--- config.mk ---
export PLATFORM = sky130hd
export DESIGN_NAME = key_event_queue
export DESIGN_NICKNAME = d
export VERILOG_FILES = /design/src/rtl/key_event_queue.sv
export SDC_FILE = /design/constraint.sdc
export NUM_CORES = 1
export LEC_CHECK = 0
export CORE_AREA = 2 2 80 44
export DETAILED_ROUTE_END_ITERATION = 10
export DIE_AREA = 0 0 82 46
export PLACE_DENSITY = 0.69
export SYNTH_ARGS = -nofsm -noshare
export SYNTH_HDL_FRONTEND = slang
export SYNTH_SLANG_ARGS = --single-unit
--- constraint.sdc ---
create_clock -name sysclk -period 2.26 [get_ports sysclk]
set_input_delay 0.226 -clock sysclk [delete_from_list [all_inputs] [get_ports sysclk]]
set_output_delay 0.226 -clock sysclk [all_outputs]
set_load 0.1 [all_outputs]
--- src/rtl/key_event_queue.sv ---
// key_event_queue: debounced key levels -> queued single-key press events.
// Hold-to-repeat is built only when KEY_EVENT_AUTO_REPEAT_EN is defined.
module key_event_queue #(
   parameter int FIFO_DEPTH   = 4,
   parameter int CNT_W        = 25,
   parameter int REPEAT_DELAY = 25000000,
   parameter int REPEAT_RATE  = 5000000
) (
   input  logic       sysclk,
   input  logic       rst,
   input  logic [4:0] keys_deb,
   output logic [2:0] ev_code,
   output logic       ev_repeat,
   output logic       ev_valid,
   input  logic       ev_ready,
   output logic       ev_drop
);

   localparam int PW = $clog2(FIFO_DEPTH);
   localparam int CW = PW + 1;
`ifdef KEY_EVENT_AUTO_REPEAT_EN
   localparam int DW = 4;
`else
   localparam int DW = 3;
`endif

   if (FIFO_DEPTH < 2 || (FIFO_DEPTH & (FIFO_DEPTH - 1)) != 0 ||
       REPEAT_DELAY < 1 || REPEAT_RATE < 1 ||
       REPEAT_RATE > REPEAT_DELAY || CNT_W < 1) begin : g_bad_cfg
      $error("key_event_queue: illegal parameter set");
   end

   logic [4:0]    r_prev_keys;
   logic [4:0]    r_pend;
   logic          r_drop;
   logic [DW-1:0] r_mem [FIFO_DEPTH];
   logic [PW-1:0] r_wr_ptr;
   logic [PW-1:0] r_rd_ptr;
   logic [CW-1:0] r_count;

   logic [4:0]    w_rise;
   logic [4:0]    w_clr;
   logic [4:0]    w_keep;
   logic [4:0]    w_rise_new;
   logic [4:0]    w_rep_new;
   logic [2:0]    w_idx;
   logic          w_pop;
   logic          w_push;
   logic          w_lost;
   logic [DW-1:0] w_push_data;
   logic [DW-1:0] w_head;

   assign w_rise     = keys_deb & ~r_prev_keys;
   assign w_pop      = ev_valid & ev_ready;
   // a full queue still takes a push when the head leaves this cycle
   assign w_push     = (|r_pend) &
                       ((r_count < CW'(FIFO_DEPTH)) | w_pop);
   assign w_clr      = w_push ? (5'b00001 << w_idx) : 5'b00000;
   assign w_keep     = r_pend & ~w_clr;
   assign w_rise_new = w_rise & ~w_keep;
   assign w_lost     = |(w_rise & w_keep);

   assign w_head   = r_mem[r_rd_ptr];
   assign ev_code  = w_head[2:0];
   assign ev_valid = (r_count != '0);
   assign ev_drop  = r_drop;

   // lowest-index pending key wins the single push slot
   always_comb begin
      w_idx = 3'd0;
      for (int i = 4; i >= 0; i--) begin
         if (r_pend[i]) w_idx = 3'(i);
      end
   end

`ifdef KEY_EVENT_AUTO_REPEAT_EN
   logic [CNT_W-1:0] r_cnt;
   logic [4:0]       r_tag;
   logic             w_stable;
   logic             w_hit;
   logic [4:0]       w_rep;

   // only a steady, single direction key is eligible for repeat
   assign w_stable = (keys_deb[3:0] == r_prev_keys[3:0]) &&
                     $onehot(keys_deb[3:0]);
   assign w_hit    = w_stable &&
                     (r_cnt == CNT_W'(REPEAT_DELAY - 1));
   assign w_rep    = w_hit ? {1'b0, keys_deb[3:0]} : 5'b00000;
   // a repeat landing on a still-pending key is simply skipped
   assign w_rep_new   = w_rep & ~w_keep;
   assign w_push_data = {r_tag[w_idx], w_idx};
   assign ev_repeat   = w_head[3];

   // hold counter: first repeat after DELAY, then every RATE
   always_ff @(posedge sysclk or posedge rst) begin
      if (rst) begin
         r_cnt <= '0;
      end else if (!w_stable) begin
         r_cnt <= '0;
      end else if (w_hit) begin
         r_cnt <= CNT_W'(REPEAT_DELAY - REPEAT_RATE);
      end else if (r_cnt != '1) begin
         r_cnt <= r_cnt + CNT_W'(1);
      end
   end

   // repeat tag follows whichever source last armed the pending bit
   always_ff @(posedge sysclk or posedge rst) begin
      if (rst) begin
         r_tag <= '0;
      end else begin
         r_tag <= (r_tag & ~w_rise_new) | w_rep_new;
      end
   end
`else
   assign w_rep_new   = 5'b00000;
   assign w_push_data = w_idx;
   assign ev_repeat   = 1'b0;
`endif

   // edge history, pending mask and sticky overflow flag
   always_ff @(posedge sysclk or posedge rst) begin
      if (rst) begin
         r_prev_keys <= '0;
         r_pend      <= '0;
         r_drop      <= 1'b0;
      end else begin
         r_prev_keys <= keys_deb;
         r_pend      <= w_keep | w_rise | w_rep_new;
         if (w_lost) r_drop <= 1'b1;
      end
   end

   // event FIFO storage, pointers and occupancy
   always_ff @(posedge sysclk or posedge rst) begin
      if (rst) begin
         r_wr_ptr <= '0;
         r_rd_ptr <= '0;
         r_count  <= '0;
         for (int i = 0; i < FIFO_DEPTH; i++) begin
            r_mem[i] <= '0;
         end
      end else begin
         if (w_push) begin
            r_mem[r_wr_ptr] <= w_push_data;
            r_wr_ptr        <= r_wr_ptr + PW'(1);
         end
         if (w_pop) begin
            r_rd_ptr <= r_rd_ptr + PW'(1);
         end
         if (w_push && !w_pop) begin
            r_count <= r_count + CW'(1);
         end else if (!w_push && w_pop) begin
            r_count <= r_count - CW'(1);
         end
      end
   end

endmodule

==> results.py <==
metrics = {
    "finish": {
        "nFillCells": 261,
        "nets": 150,
        "drive_above_1_share_pct": 27.9,
        "seqCellArea_um2": 751,
        "fin_area_mm2": 0.00172,
        "multi_input_area_um2": 644,
        "final_util_pct": 54.5,
        "area_delta_synth_final_pct": 18.9,
        "finalNonFillerCells": 178,
        "antenna-diode-count": 0,
    },
    "sta": {
        "timing.final.hold_violations": 0,
        "fin_crit_sh_pct": 97.2,
        "setup_violations": 0,
        "finalMaxSlewViolations": 0,
        "skew_ns": 0.00741,
        "period_minus_slack_ns": 2.20,
        "max_freq_mhz": 455,
        "rsz0062_at_grt": "no",
    },
    "logic_synthesis": {
        "yosysMostFrequentCell": "dfrtp_1",
        "synth_area_leader_cell": "dfrtp_1",
        "synthArstFlopShare_pct": 100,
        "syn_inst": 115,
        "ys_top_cells_by_area": "dfrtp_1 52%, mux2_4 8.3%, mux4_2 4.7%",
        "ys_types": 32,
        "syn-cell-area_mm2": 0.00145,
        "yosys_warnings": 0,
        "synth_nets": 129,
        "ys_ff_latch": 30,
        "syn_avg_cell_area_um2": 12.6,
        "synth_top_area_share_pct": 51.9,
        "synth_commonest_cells": "30 x dfrtp_1, 9 x inv_1, 8 x mux2_4",
        "synth_enable_flop_cells": 0,
        "synthFlopType": "dfrtp_1",
        "seq_area_frac_synth_pct": 51.9,
    },
    "global_route": {
        "grt_first_pass_wirelength_mm": 4.57,
        "grt_start_max_net_pins": 31,
        "grt_pass1_vias": 924,
        "antenna_found_initial": 0,
        "grt_usage_pct": 17.4,
        "overflow": 0,
    },
    "worst_hold_path": {
        "min_path_type": "input port to async pin",
    },
    "clocking": {
        "cts_tree": "yes",
        "ctsResizeCount": 0,
        "cts.sinks": 30,
        "clk_pin_slew_worst_paths_ns": 0.06,
        "postCtsSetupBuffers": 0,
        "cts_buffers": 5,
        "hold_buffers": 0,
        "ctsRootBufferMaster": "clkbuf_8",
        "cts_max_level": 2,
        "clk_latency_ns": 0.28,
        "cts_buffer_depth": 2,
    },
    "critical_path": {
        "critPathSlowestCell": "or4_4",
        "r2r_start": "r_pend[0]",
        "path_class": "flip-flop to flip-flop",
        "cp.arrival_ns": 2.36,
        "path_cells": "or4_4 > o21a_1 > ha_4 > inv_2 > fa_1 > mux2_4",
        "worstSetupStartpoint": "r_pend[0]",
        "path_delay_family": "adder cells",
        "cpPeakStageDelay_ns": 0.55,
        "start_kind": "flip-flop",
        "worstRegToRegCells": 6,
        "rrSetupSlack_ns": 0.06,
        "cp_max_fo": 3,
        "required_ns": 2.42,
        "crit_path_end_kind": "flip-flop",
        "timing.rr.end": "r_count[1]",
        "critical_path_depth": 6,
        "endpoint": "r_count[1]",
        "crit_buf_inv": 1,
    },
    "place": {
        "numPortBuffers": 12,
        "post-place-cells": 171,
        "place_area_mm2": 0.00164,
        "dpl.hpwl_mm": 2.03,
        "gp_congestion": 0.813,
    },
    "floorplan": {
        "initial_core_util_pct": 45.8,
        "die_area_mm2": 0.00377,
        "die_x_um": 82,
        "die_h_um": 46,
        "io_pins": 14,
        "core_area_mm2": 0.00315,
        "core.rowCount": 15,
    },
    "detailed_routing": {
        "dr.pass1.iters": 6,
        "route.detailed.drc": 0,
        "routed_wl_mm": 2.68,
        "avgRoutedWirePerCell_um": 15.1,
        "vias_per_cell": 5.16,
        "routed-via-count": 919,
        "drtAntennaViolNets": 0,
        "drt_iter0_drc": 58,
    },
    "pwr": {
        "vdd_drop_max_uv": 1000,
        "switching_share_pct": 44.1,
        "p_int_mw": 1.57,
        "p_comb_share_pct": 53.2,
        "p_leak_nw": 0.794,
        "clkPwrFrac_pct": 14.0,
        "pwr-share-seq_pct": 32.7,
        "power.density_mw_per_mm2": 1640,
        "netSwitchingPower_mw": 1.24,
    },
    "run": {
        "drv_cap": 0,
    },
    "run_status": {
        "status": "complete, no violations",
    },
}
-- cells in the final DEF, fill, tap and decap left out, types with 4 or more instances in the layout --
cell type / synthesis / final
o21ai_0: 6 / 6
clkdlybuf4s50_1: 0 / 7
clkbuf_8: 0 / 5
mux2_4: 8 / 9
ha_1: 5 / 4
xnor2_1: 4 / 4
nand2_4: 4 / 4
dfrtp_1: 30 / 30
a21oi_1: 6 / 6
nand2_1: 5 / 5
inv_1: 9 / 8
buf_4: 1 / 12
a31oi_1: 5 / 5
-- kinds of logic (layout without fill, tap and decap cells) --
family	after synthesis	count (layout)	synth area share, %
flip-flops	30	30	51.9
AO/OA/AOI/OAI	22	22	9.09
multiplexers	12	12	13.8
XOR/XNOR	6	6	3.64
adder cells (fa/ha/maj)	6	6	5.71
other	1	1	0.259
buffers and inverters	14	35	4.94
AND/OR/NAND/NOR	24	24	10.6
-- metrics by stage --
stage / hold WS [ns] / setup slack [ns] / TNS (ns) / total power, mW
after floorplan: 0.257 / -0.0313 / -0.0313 / 2.13
after global placement: 0.432 / 0.131 / 0 / 2.37
after detailed placement: 0.450 / 0.0699 / 0 / 2.43
after CTS: 0.343 / 0.0618 / 0 / 2.83
after global routing: 0.365 / 0.0100 / 0 / 2.97
final: 0.330 / 0.0625 / 0 / 2.81
-- per-layer routing --
metal / up-vias / GRT usage, % / part of all wire (%)
met1: 456 / 25.0 / 50
li1: 438 / - / -
met2: 23 / 23.1 / 43
met3: 2 / 7.14 / 6.5
met4: 0 / 7.00 / 0.56
met5: - / 0 / 0
-- registers in the layout, summed over array words and instances, names as in the netlist --
signal       count
r_mem           12
r_pend           5
r_prev_keys      5
r_count          3
r_rd_ptr         2
r_wr_ptr         2
ev_drop          1
-- worst register-to-register path: cells and delay by family (launching register included) --
kind	cells	cell delay [ns]
buf+inv	1	0.05
fa+ha+maj	2	0.58
compound gates	1	0.25
simple gates	1	0.55
mux	1	0.27
flops	1	0.39
-- power groups by stage --
stage                     logic [mW]  clock network (mW)  registers (mW)
after floorplan                 1.26                   0           0.862
after global placement          1.46                   0           0.912
after detailed placement        1.50                   0           0.927
after CTS                       1.50               0.401           0.921
after global routing            1.59               0.429           0.950
final                           1.50               0.395           0.920
-- cell type report --
type / count / area share, %
Clock buffer: 7 / 4.44
Inverter: 9 / 1.97
Multi-Input combinational cell: 71 / 37.5
Sequential cell: 30 / 43.7
Tap cell: 42 / 3.06
Timing Repair Buffer: 19 / 9.32
-- how the worst min path moves through the flow --
stage / slack, ns / to / cells after the start
6_report: 0.33 / r_mem[1] / 3
5_1_grt: 0.36 / r_mem[1] / 3
4_1_cts: 0.34 / r_mem[11] / 3
3_5_place_dp: 0.45 / r_pend[2] / 1
3_3_place_gp: 0.43 / r_pend[4] / 1
2_1_floorplan: 0.26 / r_prev_keys[0] / 0
Note: power is estimated with default switching activity, not from simulation.
